===== src/rtl/canvas_blitter_if.sv =====
// canvas_blitter_if: command, sprite ROM and canvas write-port bundle.
// master = command issuer / ROM / canvas side; slave = the blitter.
// Ports: start/op/x/y/w/h/colour/sbase command, rom_addr/rom_data sprite ROM,
// waddr/wdata/we canvas write, busy/done status.
interface canvas_blitter_if #(parameter int DW = 15, parameter int SAW = 12);
  logic           start, op;
  logic [7:0]     x, y, w, h;
  logic [11:0]    colour;
  logic [SAW-1:0] sbase, rom_addr;
  logic [11:0]    rom_data;
  logic [DW-1:0]  waddr;
  logic [11:0]    wdata;
  logic           we, busy, done;
  modport master (output start, op, x, y, w, h, colour, sbase, rom_data,
                  input rom_addr, waddr, wdata, we, busy, done);
  modport slave  (input start, op, x, y, w, h, colour, sbase, rom_data,
                  output rom_addr, waddr, wdata, we, busy, done);
endinterface


===== src/rtl/canvas_blitter.sv =====
// canvas_blitter: rectangle fill / keyed sprite copy into the 200x150 canvas RAM, one pixel per cycle.
// Ports: pclk clock, rstn sync active-low reset, bus (slave) carries the
// command, the sprite ROM read port and the canvas write port.
module canvas_blitter #(
  parameter int          DW    = 15,
  parameter int          H_LEN = 200,
  parameter int          V_LEN = 150,
  parameter int          SAW   = 12,
  parameter logic [11:0] KEY   = 12'h0F0
) (
  input logic             pclk,
  input logic             rstn,
  canvas_blitter_if.slave bus
);
  typedef enum logic [2:0] {IDLE, FILL, BLIT, DRAIN, FIN} state_t;
  localparam logic [8:0] HL = 9'(H_LEN);
  localparam logic [8:0] VL = 9'(V_LEN);
  state_t         state, state_d;
  logic           lop, we_q, dok, accept, degen, last, ok, row_end;
  logic [7:0]     lx, ly, lw, lh, ci, cj, ni, nj, bx, by, bi, bj;
  logic [11:0]    lcol;
  logic [SAW-1:0] rom_addr;
  logic [DW-1:0]  waddr, dst, dest;
  logic [8:0]     col, row;
  assign accept  = state == IDLE && bus.start;
  assign degen   = bus.w == 8'd0 || bus.h == 8'd0;
  assign row_end = ci == lw - 8'd1;
  assign last    = row_end && cj == lh - 8'd1;
  assign ni      = row_end ? 8'd0 : ci + 8'd1;
  assign nj      = row_end ? cj + 8'd1 : cj;
  // In IDLE the slot being generated is (0,0) of the incoming command, so the
  // first pixel can leave on the accept edge straight from the bus inputs.
  assign bx  = state == IDLE ? bus.x : lx;
  assign by  = state == IDLE ? bus.y : ly;
  assign bi  = state == IDLE ? 8'd0 : ni;
  assign bj  = state == IDLE ? 8'd0 : nj;
  // 9-bit sums so x+i / y+j cannot wrap before the clip test; dest only matters when ok.
  assign col  = {1'b0, bx} + {1'b0, bi};
  assign row  = {1'b0, by} + {1'b0, bj};
  assign ok   = col < HL && row < VL;
  assign dest = DW'(row) * DW'(H_LEN) + DW'(col);
  always_ff @(posedge pclk)
    if (!rstn) state <= IDLE;
    else state <= state_d;
  always_comb begin
    state_d = IDLE;
    case (state)
      IDLE:    state_d = !bus.start ? IDLE : degen ? FIN : bus.op ? BLIT : FILL;
      FILL:    state_d = last ? FIN : FILL;
      BLIT:    state_d = last ? DRAIN : BLIT;
      DRAIN:   state_d = FIN;
      default: state_d = IDLE;
    endcase
  end
  // Blit pipeline: rom_addr and dst/dok describe slot k; one cycle later the
  // ROM word for slot k arrives while waddr/we_q hold slot k's destination.
  always_ff @(posedge pclk) begin
    if (!rstn) begin
      {lop, lx, ly, lw, lh, lcol} <= '0;
      {ci, cj, dok, we_q} <= '0;
      rom_addr <= '0;
      waddr <= '0;
      dst <= '0;
    end else begin
      we_q <= 1'b0;
      if (accept) begin
        {lop, lx, ly, lw, lh, lcol} <= {bus.op, bus.x, bus.y, bus.w, bus.h, bus.colour};
        ci <= 8'd0;
        cj <= 8'd0;
        if (!degen && !bus.op) begin
          waddr <= dest;
          we_q <= ok;
        end
        if (!degen && bus.op) begin
          rom_addr <= bus.sbase;
          dst <= dest;
          dok <= ok;
        end
      end else if (state == FILL || state == BLIT) begin
        ci <= ni;
        cj <= nj;
        waddr <= state == FILL ? dest : dst;
        we_q <= state == FILL ? ok && !last : dok;
        if (state == BLIT && !last) begin
          rom_addr <= rom_addr + SAW'(1);
          dst <= dest;
          dok <= ok;
        end
      end
    end
  end
  // Sprite data comes straight from the synchronous ROM in its write cycle;
  // only the colour-key gate and the data select sit after the registers.
  assign bus.we       = we_q && !(lop && bus.rom_data == KEY);
  assign bus.wdata    = lop ? bus.rom_data : lcol;
  assign bus.waddr    = waddr;
  assign bus.rom_addr = rom_addr;
  assign bus.busy     = state == FILL || state == BLIT || state == DRAIN;
  assign bus.done     = state == FIN;
endmodule


===== src/flat_wrapper.sv =====
// flat-port wrapper written by rule: the top's interface ports become plain ports
module canvas_blitter_flat 
#(
  parameter int          DW    = 15,
  parameter int          H_LEN = 200,
  parameter int          V_LEN = 150,
  parameter int          SAW   = 12,
  parameter logic [11:0] KEY   = 12'h0F0
)
  (pclk, rstn, bus_start, bus_op, bus_x, bus_y, bus_w, bus_h, bus_colour, bus_sbase, bus_rom_data, bus_rom_addr, bus_waddr, bus_wdata, bus_we, bus_busy, bus_done);
  canvas_blitter_if #(.DW(DW), .SAW(SAW)) bus_i ();
  input logic pclk;
  input logic rstn;
  input wire logic [$bits(bus_i.start)-1:0] bus_start;
  input wire logic [$bits(bus_i.op)-1:0] bus_op;
  input wire logic [$bits(bus_i.x)-1:0] bus_x;
  input wire logic [$bits(bus_i.y)-1:0] bus_y;
  input wire logic [$bits(bus_i.w)-1:0] bus_w;
  input wire logic [$bits(bus_i.h)-1:0] bus_h;
  input wire logic [$bits(bus_i.colour)-1:0] bus_colour;
  input wire logic [$bits(bus_i.sbase)-1:0] bus_sbase;
  input wire logic [$bits(bus_i.rom_data)-1:0] bus_rom_data;
  output wire logic [$bits(bus_i.rom_addr)-1:0] bus_rom_addr;
  output wire logic [$bits(bus_i.waddr)-1:0] bus_waddr;
  output wire logic [$bits(bus_i.wdata)-1:0] bus_wdata;
  output wire logic [$bits(bus_i.we)-1:0] bus_we;
  output wire logic [$bits(bus_i.busy)-1:0] bus_busy;
  output wire logic [$bits(bus_i.done)-1:0] bus_done;
  assign bus_i.start = bus_start;
  assign bus_i.op = bus_op;
  assign bus_i.x = bus_x;
  assign bus_i.y = bus_y;
  assign bus_i.w = bus_w;
  assign bus_i.h = bus_h;
  assign bus_i.colour = bus_colour;
  assign bus_i.sbase = bus_sbase;
  assign bus_i.rom_data = bus_rom_data;
  assign bus_rom_addr = bus_i.rom_addr;
  assign bus_waddr = bus_i.waddr;
  assign bus_wdata = bus_i.wdata;
  assign bus_we = bus_i.we;
  assign bus_busy = bus_i.busy;
  assign bus_done = bus_i.done;
  canvas_blitter #(.DW(DW), .H_LEN(H_LEN), .V_LEN(V_LEN), .SAW(SAW), .KEY(KEY)) u_core (.pclk(pclk), .rstn(rstn), .bus(bus_i));
endmodule

===== config.mk =====
export PLATFORM = sky130hd
export DESIGN_NAME = canvas_blitter_flat
export DESIGN_NICKNAME = d
export VERILOG_FILES = /design/src/rtl/canvas_blitter_if.sv /design/src/rtl/canvas_blitter.sv /design/src/flat_wrapper.sv
export SDC_FILE = /design/constraint.sdc
export NUM_CORES = 1
export LEC_CHECK = 0
export CAP_MARGIN = 20
export CORE_MARGIN = 2
export CORE_UTILIZATION = 60
export CTS_BUF_LIST = sky130_fd_sc_hd__clkbuf_4 sky130_fd_sc_hd__clkbuf_8
export CTS_CLUSTER_DIAMETER = 80
export CTS_CLUSTER_SIZE = 28
export DETAILED_ROUTE_END_ITERATION = 6
export PLACE_DENSITY = 0.95
export SLEW_MARGIN = 30
export SYNTH_ARGS = -nofsm -noshare
export SYNTH_HDL_FRONTEND = slang
export SYNTH_SLANG_ARGS = --single-unit

===== constraint.sdc =====
create_clock -name pclk -period 10.2 [get_ports pclk]
set_input_delay 3.06 -clock pclk [delete_from_list [all_inputs] [get_ports pclk]]
set_output_delay 3.06 -clock pclk [all_outputs]
set_load 0.02 [all_outputs]

==> flow_summary.rst, run 1 <==
.. list-table::
   :header-rows: 1

   * - Metric
     - Value
   * - Result of the run
     - completed
   * - Clock edge transition at the registers on the reported setup and hold paths
     - 110 ps
   * - Most used standard cell by instance count after synthesis
     - nand2_1
   * - Sum Neg Setup Slack
     - 0 ps
   * - Number of cells upsized or downsized after cts
     - 0
   * - Headroom to the max-slew limit
     - 0.421
   * - Initial core utilization
     - 0.614
   * - Kind of start point of the critical path
     - input pin
   * - Share of the yosys chip area belonging to registers
     - 0.294
   * - Synth cell types
     - between 60 and 70
   * - Placement Cell Area
     - 8520 µm²
   * - Synth top cells by count
     - 173 x nand2_1, 108 x dfxtp_1, 70 x nor2_1, 56 x ha_1, 52 x a21boi_0
   * - Growth of design area from synthesis to finish
     - 18.6%
   * - Placer congestion estimate
     - between 0.8 and 0.9
   * - Post CTS Setup Buffer Count
     - 0
   * - Area share of the largest cell type after synthesis
     - 0.294
   * - Cts bufs inserted
     - 9
   * - Number of top-level design ports
     - between 100 and 150
   * - DR iter-0 viols
     - 558
   * - Wire length of the first global-routing pass
     - 29.6 mm
   * - Site Rows
     - 40
   * - Pin count of the biggest net entering global routing
     - 67
   * - Skew final
     - around 16 ps
   * - Count of endpoints failing setup in the final report
     - 0
   * - CORE AREA
     - 12000 µm²
   * - Most frequently used flop master after synthesis
     - dfxtp_1
   * - Vias after detailed routing
     - 6822
   * - Crit Path Max Fanout
     - 5
   * - Gate Count Post-Synth
     - 922
   * - Leak
     - 0.00351 µW
   * - Type of element capturing the critical path
     - flop
   * - Post-route insts no fill
     - 1154
   * - Vias in the first global route
     - 6462
   * - Layout cells sized above 1
     - 0.0645
   * - Area of the mapped netlist
     - 7350 µm²
   * - Count of nets left with antenna violations after detail routing
     - 0
   * - H-tree depth
     - 3
   * - Clock latency reported for the late side of the worst-skew pair
     - 400 ps
   * - Vias per Instance
     - 5.91
   * - Drt pass-1 iters
     - 5
   * - Total wire length after detailed routing
     - 17.7 mm
   * - Hold WC Path Type
     - reg -> reg
   * - Launch instance of the worst register-to-register path
     - u_core.lw[0]$_SDFFE_PN0P_
   * - Cell accounting for the most synthesized area
     - dfxtp_1
   * - FF-to-FF End
     - u_core.bus.waddr[14]$_SDFFE_PN0P_
   * - CTS tree
     - built
   * - DIE HEIGHT
     - approximately 110 µm
   * - Worst-case register-to-register setup slack
     - 3220 ps
   * - Switching share of power
     - 0.382
   * - Switching component of the power
     - 499 µW
   * - Maximum clock frequency
     - 128 MHz
   * - Max rail drop VDD
     - between 0.1 and 0.15 mV
   * - Post-synth EDFFs
     - 0
   * - Tot GR Track Use
     - 0.277
   * - Combinational cell fraction of total power
     - 0.421
   * - P_int
     - approximately 800 µW
   * - Max-slew violation count
     - 0
   * - Synth area leaders
     - dfxtp_1 29%, ha_1 9.5%, nand2_1 8.8%, a21boi_0 5.3%, xnor2_1 4.8%
   * - Post-Place Cells
     - 1138
   * - Data required time at the worst endpoint
     - 10460 ps
   * - Warnings, synthesis
     - 0
   * - Clock tree sinks
     - 108
   * - Critical setup path kind
     - in -> reg
   * - Pwr dens
     - 150 nW/µm²
   * - Final Net Count
     - 1137
   * - Cts hold-fix bufs
     - 0
   * - Setup repair after global routing missed its margin
     - no
   * - # port buffers
     - between 100 and 150
   * - Average cell area after synthesis
     - 7.97 µm²
   * - CTS Root Buffer Type
     - clkbuf_8
   * - Number of buffers on the longest clock path
     - 2
   * - Final std cell area, no fill
     - 8710 µm²
   * - Number of cells traversed by the worst register-to-register path
     - 29
   * - Share of power burned in registers
     - 0.379
   * - Clock power share
     - 0.200
   * - Fraction of registers with async set or reset after synthesis
     - 0
   * - HPWL after detailed placement
     - around 13 mm
   * - Hold violation total from the final report
     - 0
   * - Number of design rule violations left after detail routing
     - 0
   * - Die area
     - between 10000 and 15000 µm²
   * - Startpoint of the most critical setup path
     - bus_y[1]
   * - Average detailed-routed wire length per instance
     - 15.4 µm
   * - Fraction of the cycle the final worst path needs
     - 0.765
   * - Termination of the worst setup path
     - u_core.bus.waddr[14]$_SDFFE_PN0P_
   * - Gr ovfl total
     - 0
   * - Number of nets produced by synthesis
     - 1057
   * - Synthesized flop and latch total
     - 108
   * - Max-Cap Viols
     - 0
   * - Arrival time reported for the critical path endpoint
     - 8060 ps
   * - Slew at the pin closest to its max-slew limit
     - 865 ps
   * - Initial antenna violation count
     - 0
   * - Ant diodes
     - 0
   * - Overall die width
     - 115 µm
   * - Final critical-path required period
     - a little under 8000 ps
per-layer routing:
layer  GRT usage  wire length [µm]  vias to the layer above
li1            -                 -                     3359
met1       0.355              7650                     3201
met2       0.463              8630                      230
met3      0.0529              1100                       32
met4      0.0992               365                        0
met5           0                 0                        -
worst min path at each step:
stage / startpoint / end / slack, ps / cells after the start
floorplan: u_core.dok$_SDFFE_PN0P_ / u_core.we_q$_SDFF_PN0_ / 420 / 2
global placement: u_core.dok$_SDFFE_PN0P_ / u_core.dok$_SDFFE_PN0P_ / 440 / 2
detailed placement: u_core.bus.waddr[4]$_SDFFE_PN0P_ / u_core.bus.waddr[4]$_SDFFE_PN0P_ / 450 / 2
CTS: u_core.bus.waddr[4]$_SDFFE_PN0P_ / u_core.bus.waddr[4]$_SDFFE_PN0P_ / 460 / 2
global route: u_core.bus.waddr[4]$_SDFFE_PN0P_ / u_core.bus.waddr[4]$_SDFFE_PN0P_ / 480 / 2
finish: u_core.bus.waddr[4]$_SDFFE_PN0P_ / u_core.bus.waddr[4]$_SDFFE_PN0P_ / 460 / 2
sequential cells by signal (all words and copies together), names as in the netlist:
signal	count
u_core.bus.waddr	15
u_core.dst	15
u_core.bus.rom_addr	12
u_core.lcol	12
u_core.ci	8
u_core.cj	8
u_core.lh	8
u_core.lw	8
u_core.lx	8
u_core.ly	8
u_core.state	3
u_core.dok	1
u_core.lop	1
u_core.we_q	1
power by group through the flow:
stage / Combinational [µW] / Sequential, µW / Clock [µW]
floorplan: 379 / 513 / 0
global route: 615 / 500 / 281
global placement: 532 / 502 / 0
detailed placement: 549 / 503 / 0
finish: 550 / 495 / 261
CTS: 552 / 494 / 263
through the flow:
stage / hold WS (ps) / worst slack (ps) / utilization / power [µW]
after floorplan: 425 / 2820 / - / 891
after global placement: 443 / 2160 / 0.712 / 1030
after detailed placement: 445 / 1980 / 0.712 / 1050
after CTS: 464 / 2400 / 0.728 / 1310
after global routing: 481 / 2030 / 0.729 / 1400
final: 463 / 2400 / 0.729 / 1310
cell usage in the layout, fill, tap and decap left out, types with 12 or more instances in the layout:
cell type / synthesis / final
a21boi_0: 52 / 52
a21oi_1: 38 / 37
and3_1: 23 / 23
clkdlybuf4s50_1: 0 / 112
dfxtp_1: 108 / 108
ha_1: 56 / 56
inv_1: 34 / 34
mux2_2: 29 / 29
nand2_1: 173 / 172
nand3_1: 42 / 42
nor2_1: 70 / 69
nor3_1: 12 / 12
o21ai_0: 43 / 43
xnor2_1: 40 / 40
xor2_1: 30 / 30
final cells by class:
cell class / count / area [µm²]
tap: 147 / 184
multi-input combinational: 730 / 4880
clock inverter: 6 / 53.8
inverter: 34 / 128
fill: 874 / 3250
clock buffer: 10 / 138
sequential: 108 / 2160
timing repair buffer: 119 / 1170
logic make-up after synthesis:
family                   after synthesis  synth area share
AND/OR/NAND/NOR                      361             0.222
flip-flops                           108             0.294
buffers and inverters                 84            0.0438
AO/OA/AOI/OAI                        203             0.192
multiplexers                          33            0.0499
XOR/XNOR                              70            0.0835
adder cells (fa/ha/maj)               63             0.114
worst max-delay path, cell delays in order:
cell             delay, ps
clkdlybuf4s50_1        420
mux2_2                 300
ha_1                   280
a21o_1                 180
a21oi_1                210
o21bai_1                80
a21oi_1                200
xor2_1                 260
inv_1                  120
ha_1                   310
ha_1                   280
inv_1                   50
fa_1                   500
inv_1                   40
ha_1                   340
and3_1                 180
a221o_1                310
a21oi_1                200
o21ai_0                150
xnor2_1                230
xnor2_1                180
o221ai_1               150
No activity file was read; power rests on OpenSTA's default activity.
==> run 2, diff against run 1 <==
--- a/config.mk
+++ b/config.mk
@@ -7,12 +7,12 @@
 export LEC_CHECK = 0
 export CAP_MARGIN = 20
 export CORE_MARGIN = 2
-export CORE_UTILIZATION = 60
+export CORE_UTILIZATION = 51
 export CTS_BUF_LIST = sky130_fd_sc_hd__clkbuf_4 sky130_fd_sc_hd__clkbuf_8
 export CTS_CLUSTER_DIAMETER = 80
 export CTS_CLUSTER_SIZE = 28
 export DETAILED_ROUTE_END_ITERATION = 6
-export PLACE_DENSITY = 0.95
+export PLACE_DENSITY = 0.9
 export SLEW_MARGIN = 30
 export SYNTH_ARGS = -nofsm -noshare
 export SYNTH_HDL_FRONTEND = slang
==> constraint.sdc (replaced) <==
create_clock -name pclk -period 6.7 [get_ports pclk]
set_input_delay 2.01 -clock pclk [delete_from_list [all_inputs] [get_ports pclk]]
set_output_delay 2.01 -clock pclk [all_outputs]
set_load 0.02 [all_outputs]
==> flow_summary.rst, run 2 (synthesis results as in run 1) <==
.. list-table::
   :header-rows: 1

   * - Metric
     - Value
   * - Skew final
     - 12.2 ps (-3.55 ps)
   * - M1 WL
     - 7.79 mm (+1.8%)
   * - Final Net Count
     - 1155 (+1.6%)
   * - Maximum clock frequency
     - roughly 150 MHz
   * - Largest incremental delay on the critical path
     - 510 ps (about the same)
   * - Met2 routed wirelength
     - 8.98 mm (+4.1%)
   * - Gr ovfl total
     - 0 (unchanged)
   * - Tot GR Track Use
     - 0.236 (-0.0402)
   * - CORE AREA
     - 14000 µm² (+17%)
   * - Fraction of the cycle the final worst path needs
     - 0.970
   * - Result of the run
     - completed
   * - Clock power share
     - 0.211 (+0.011)
   * - Total wire length after detailed routing
     - 18.3 mm (+3.0%)
   * - Switching share of power
     - 0.367 (-0.0149)
   * - CP max stage cell
     - fa_1
   * - Hold WC Path Type
     - reg -> reg
   * - Ant diodes
     - 0 (unchanged)
   * - CTS tree
     - built
   * - Clock latency reported for the late side of the worst-skew pair
     - 400 ps (about the same)
   * - Placer congestion estimate
     - 0.906 (+2.2%)
   * - Count of nets left with antenna violations after detail routing
     - 0 (unchanged)
   * - Met3 wire length
     - 1.02 mm (-6.6%)
   * - Number of buffers on the longest clock path
     - 2 (unchanged)
   * - Clock edge transition at the registers on the reported setup and hold paths
     - 100 ps (about the same)
   * - H-tree depth
     - 3 (unchanged)
   * - Growth of design area from synthesis to finish
     - 21.9%
   * - Kind of start point of the critical path
     - input pin
   * - HPWL after detailed placement
     - 13.4 mm (+4.0%)
   * - Initial antenna violation count
     - 0 (unchanged)
   * - Critical setup path kind
     - in -> reg
   * - Arrival time reported for the critical path endpoint
     - 6750 ps (-1310 ps)
   * - Combinational cell fraction of total power
     - 0.430 (+0.009)
   * - Overall die width
     - 124 µm (+8.2%)
   * - Pwr dens
     - 235 nW/µm² (+57%)
   * - Die area
     - 15400 µm² (+17%)
   * - Count of endpoints failing setup in the final report
     - 0 (unchanged)
   * - Pin count of the biggest net entering global routing
     - 63 (-6.0%)
   * - # port buffers
     - 113 (unchanged)
   * - Vias after detailed routing
     - 6866 (+0.64%)
   * - Max-Cap Viols
     - 0 (unchanged)
   * - Cts hold-fix bufs
     - 0 (unchanged)
   * - Site Rows
     - 43 (+7.5%)
   * - Most frequent cells in the layout
     - 172 x nand2_1, 112 x clkdlybuf4s50_1, 107 x dfxtp_1
   * - Number of top-level design ports
     - 114 (unchanged)
   * - Vias per Instance
     - 5.70 (-3.5%)
   * - Drt pass-1 iters
     - 5 (unchanged)
   * - P_int
     - 1330 µW (+65%)
   * - Core Util, Final
     - 0.640 (-0.0887)
   * - Biggest registers after layout
     - u_core.bus.waddr (15), u_core.dst (15)
   * - DIE HEIGHT
     - 124 µm (+8.2%)
   * - Most frequent CP cell
     - ha_1
   * - Headroom to the max-slew limit
     - 0.411 (-0.0109)
   * - Wire length of the first global-routing pass
     - 29.3 mm (-1.3%)
   * - Final critical-path required period
     - ~6500 ps
   * - Uppermost layer routed
     - met4
   * - Leading cell type in the layout, fill and taps excluded
     - nand2_1
   * - Leak
     - 0.00362 µW (+3.2%)
   * - Hold violation total from the final report
     - 0 (unchanged)
   * - Max rail drop VDD
     - 0.180 mV (+22%)
   * - CTS Root Buffer Type
     - clkbuf_8
   * - Share of power burned in registers
     - 0.359 (-0.020)
   * - Type of element capturing the critical path
     - flop
   * - Average detailed-routed wire length per instance
     - 15.2 µm (-1.3%)
   * - Total power
     - 2100 µW (+61%)
   * - Data required time at the worst endpoint
     - 6950 ps (-3510 ps)
   * - DR iter-0 viols
     - 425 (-24%)
   * - Cts bufs inserted
     - 9 (unchanged)
   * - Vias in the first global route
     - 6411 (-0.79%)
   * - Crit Path Max Fanout
     - 2 (-3)
   * - Clock tree sinks
     - 108 (unchanged)
   * - Initial core utilization
     - 0.525 (-0.0890)
   * - CP cell instances
     - clkdlybuf4s50_1 -> mux2_2 -> ha_1 -> a21o_1 -> a21oi_2 -> o21bai_1 -> a21oi_2 -> xor2_1 -> inv_1 -> ha_1 -> ha_1 -> inv_1 -> fa_1 -> inv_1 -> ha_1 -> and3_1 -> a221o_1 -> a21oi_2 -> o21ai_0 -> xnor2_1 -> xnor2_2 -> o221ai_1
   * - Slew at the pin closest to its max-slew limit
     - 881 ps (+16.4 ps)
   * - Number of design rule violations left after detail routing
     - 0 (unchanged)
   * - Switching component of the power
     - 770 µW (+55%)
   * - Layout cells sized above 1
     - 0.0889 (+0.0243)
   * - Max-slew violation count
     - 0 (unchanged)
   * - Number of inserted filler cells in the final layout
     - 1152 (+32%)
-- run 2: per-layer routing --
layer  vias up  GRT usage
met4         0     0.0878
met3        41     0.0435
met5         -          0
met2       181      0.418
li1       3409          -
met1      3235      0.285
-- run 2: what timing repair did --
action | CTS | global route
setup buffers | 0 | 1
setup endpoints to repair | 0 | 8
resized for setup | 0 | 10
-- run 2: cell type report --
class	count	area, µm²	share of cell area
sequential	108	2160	0.242
clock buffer	9	124	0.0138
clock inverter	6	87.6	0.00978
timing repair buffer	137	1310	0.147
tap	180	225	0.0252
multi-input combinational	730	4910	0.549
inverter	34	128	0.0143
-- run 2: path summary, 6_finish.rpt --
| check | to | cells after the start | start | slack [ps] |
|---|---|---|---|---|
| max | u_core.bus.waddr[14]$_SDFFE_PN0P_ | 22 | bus_y[1] | 200 |
| min | u_core.dst[3]$_SDFFE_PN0P_ | 2 | u_core.dst[3]$_SDFFE_PN0P_ | 470 |
| max reg2reg | u_core.bus.waddr[14]$_SDFFE_PN0P_ | 29 | u_core.lw[1]$_SDFFE_PN0P_ | 470 |
| min reg2reg | u_core.dst[3]$_SDFFE_PN0P_ | 2 | u_core.dst[3]$_SDFFE_PN0P_ | 470 |
-- run 2: per-stage QoR --
stage / hold WS [ps] / cells / area, µm² / setup TNS, ps / setup slack (ps)
2_1_floorplan: 425 / 922 / 7350 / 0 / 230
3_3_place_gp: 443 / 1188 / 8690 / -146 / -91.2
3_5_place_dp: 449 / 1188 / 8690 / -1470 / -293
4_1_cts: 468 / 1203 / 8900 / 0 / 113
5_1_grt: 485 / 1204 / 8950 / -30.8 / -30.8
6_report: 467 / 1204 / 8950 / 0 / 202
-- run 2: critical path, delay by kind of cell --
kind            cells  cell delay, ps
fa+ha+maj           5            1640
compound gates      8            1410
xor+xnor            3             620
buf+inv             4             600
mux                 1             290
simple gates        1             170
-- run 2: power groups by stage --
| stage | registers (µW) | logic [µW] | clock network, µW |
|---|---|---|---|
| 2_1_floorplan | 781 | 576 | 0 |
| 3_5_place_dp | 767 | 880 | 0 |
| 3_3_place_gp | 765 | 850 | 0 |
| 4_1_cts | 753 | 885 | 453 |
| 6_report | 753 | 903 | 443 |
| 5_1_grt | 761 | 1000 | 480 |
==> run 3, diff against run 2 <==
--- a/config.mk
+++ b/config.mk
@@ -12,7 +12,7 @@
 export CTS_CLUSTER_DIAMETER = 80
 export CTS_CLUSTER_SIZE = 28
 export DETAILED_ROUTE_END_ITERATION = 6
-export PLACE_DENSITY = 0.9
+export PLACE_DENSITY = 0.83
 export SLEW_MARGIN = 30
 export SYNTH_ARGS = -nofsm -noshare
 export SYNTH_HDL_FRONTEND = slang
==> flow_summary.rst, run 3 (synthesis results as in run 1) <==
.. list-table::
   :header-rows: 1

   * - Metric
     - Value
   * - Result of the run
     - completed
   * - Vias in the first global route
     - 6374 (-0.58%)
   * - Worst hold path stage count
     - 2 (unchanged)
   * - CTS Root Buffer Type
     - clkbuf_8
   * - Die area
     - 15400 µm² (unchanged)
   * - Number of cells upsized or downsized after cts
     - 0 (unchanged)
   * - Largest incremental delay on the critical path
     - 510 ps (about the same)
   * - Skew final
     - 12.7 ps (+0.409 ps)
   * - Post-Place Worst Slack
     - -161 ps (+132 ps)
   * - Post CTS Setup Buffer Count
     - 0 (unchanged)
   * - Largest delay contributor family on the critical path
     - adder cells
   * - Layout cells sized above 1
     - 0.0877 (-0.00115)
   * - Placer congestion estimate
     - 0.898 (-0.84%)
   * - Slew at the pin closest to its max-slew limit
     - 898 ps (+17.3 ps)
   * - Post-route insts no fill
     - 1206 (+0.17%)
   * - Clock latency reported for the late side of the worst-skew pair
     - 390 ps (about the same)
   * - Ant diodes
     - 0 (unchanged)
   * - Final Net Count
     - 1157 (+0.17%)
   * - CTS tree
     - built
   * - H-tree depth
     - 3 (unchanged)
   * - Total wire length after detailed routing
     - 17.7 mm (-3.3%)
   * - Max-Cap Viols
     - 0 (unchanged)
   * - Count of nets left with antenna violations after detail routing
     - 0 (unchanged)
   * - Arrival time reported for the critical path endpoint
     - 6660 ps (-90 ps)
   * - Type of element capturing the critical path
     - flop
   * - Hold WC Path Type
     - reg -> reg
   * - Drt pass-1 iters
     - 4 (-1)
   * - Critical setup path kind
     - in -> reg
   * - Final critical-path required period
     - 6420 ps (-77.3 ps)
   * - Crit Path Max Fanout
     - 2 (unchanged)
   * - Most frequent CP cell
     - ha_1
   * - Count of endpoints failing setup in the final report
     - 0 (unchanged)
   * - Placement Cell Area
     - 8710 µm² (+0.26%)
   * - Vias after detailed routing
     - 6715 (-2.2%)
   * - Number of design rule violations left after detail routing
     - 0 (unchanged)
   * - Smallest setup slack after layout
     - 280 ps (+77.3 ps)
   * - Pwr dens
     - 229 nW/µm² (-2.5%)
   * - Max rail drop VDD
     - 0.202 mV (+12%)
   * - Fraction of the cycle the final worst path needs
     - 0.958 (-0.0115)
   * - # port buffers
     - 113 (unchanged)
   * - Tot GR Track Use
     - 0.236 (about the same)
   * - Max-slew violation count
     - 0 (unchanged)
   * - Post-Place Cells
     - 1191 (+0.25%)
   * - CP max stage cell
     - fa_1
   * - Clock edge transition at the registers on the reported setup and hold paths
     - 100 ps (about the same)
   * - Leading cell type in the layout, fill and taps excluded
     - nand2_1
   * - Maximum clock frequency
     - 156 MHz (+1.2%)
   * - Worst path bufs/invs
     - 4 (unchanged)
   * - Site Rows
     - 43 (unchanged)
   * - Number of top-level design ports
     - 114 (unchanged)
   * - Total power
     - 2040 µW (-2.7%)
   * - Headroom to the max-slew limit
     - 0.396 (-0.0149)
   * - Biggest registers after layout
     - u_core.bus.waddr (15), u_core.dst (15)
   * - Final worst hold slack
     - 460 ps (-6.85 ps)
   * - Overall die width
     - 124 µm (unchanged)
   * - Number of cells traversed by the worst register-to-register path
     - 29 (unchanged)
   * - Gr ovfl total
     - 0 (unchanged)
   * - Clock tree sinks
     - 108 (unchanged)
   * - Growth of design area from synthesis to finish
     - 21.6%
   * - Data required time at the worst endpoint
     - 6940 ps (about the same)
   * - HPWL after detailed placement
     - 12.9 mm (-4.0%)
   * - Initial antenna violation count
     - 0 (unchanged)
   * - CP cell instances
     - clkdlybuf4s50_1 -> mux2_2 -> ha_1 -> a21o_1 -> a21oi_2 -> o21bai_1 -> a21oi_2 -> xor2_1 -> inv_1 -> ha_1 -> ha_1 -> inv_1 -> fa_1 -> inv_1 -> ha_1 -> and3_1 -> a221o_1 -> a21oi_2 -> o21ai_0 -> xnor2_1 -> xnor2_1 -> o221ai_1
   * - Average detailed-routed wire length per instance
     - 14.6 µm (-3.5%)
   * - DIE HEIGHT
     - 124 µm (unchanged)
   * - Leak
     - 0.00362 µW (-0.19%)
   * - Initial core utilization
     - 0.525 (unchanged)
   * - Cts bufs inserted
     - 9 (unchanged)
   * - Most frequent cells in the layout
     - 172 x nand2_1, 112 x clkdlybuf4s50_1, 107 x dfxtp_1
   * - Kind of start point of the critical path
     - input pin
   * - Hold violation total from the final report
     - 0 (unchanged)
   * - Vias per Instance
     - 5.57 (-2.4%)
   * - Cts hold-fix bufs
     - 0 (unchanged)
   * - CORE AREA
     - 14000 µm² (unchanged)
   * - Number of buffers on the longest clock path
     - 2 (unchanged)
   * - Wire length of the first global-routing pass
     - 29.3 mm (+0.19%)
   * - Final std cell area, no fill
     - 8930 µm² (-0.18%)
   * - Pin count of the biggest net entering global routing
     - 89 (+41%)
   * - CP Depth
     - 22 (unchanged)
   * - DR iter-0 viols
     - 410 (-3.5%)
[run 3: worst min-delay path, cell delays in order (launching register included)]
cell     delay (ps)
dfxtp_1         320
nand2_1          50
o21ai_0          60
[run 3: final timing paths]
| check | start | slack [ps] | endpoint |
|---|---|---|---|
| worst min register to register | u_core.dst[9]$_SDFFE_PN0P_ | 460 | u_core.dst[9]$_SDFFE_PN0P_ |
| worst max register to register | u_core.lw[0]$_SDFFE_PN0P_ | 420 | u_core.bus.waddr[14]$_SDFFE_PN0P_ |
| worst min-delay path | u_core.dst[9]$_SDFFE_PN0P_ | 460 | u_core.dst[9]$_SDFFE_PN0P_ |
| worst max-delay path | bus_y[1] | 280 | u_core.bus.waddr[14]$_SDFFE_PN0P_ |
[run 3: where the power goes]
group | internal (µW) | switching, µW | total [µW]
logic | 411 | 477 | 888
clock network | 176 | 227 | 403
registers | 707 | 44.9 | 752
total | 1290 | 749 | 2040
[run 3: metrics by stage]
step           utilization  TNS (ps)
2_1_floorplan            -         0
3_3_place_gp         0.623      -193
3_5_place_dp         0.623      -552
4_1_cts              0.637         0
5_1_grt              0.639     -75.2
6_report             0.639         0
[run 3: layout make-up]
class | count | area (µm²)
fillers | 1174 | 5050
clock buffers | 13 | 179
clock inverters | 2 | 16.3
multi-input cells | 730 | 4900
well taps | 180 | 225
inverters | 34 | 128
repair buffers | 139 | 1330
flip-flops and latches | 108 | 2160
[run 3: routing by layer]
metal,routed length [µm],global-route usage
met5,0,0
met4,532,0.0822
met2,8330,0.404
met1,7890,0.293
met3,906,0.0531
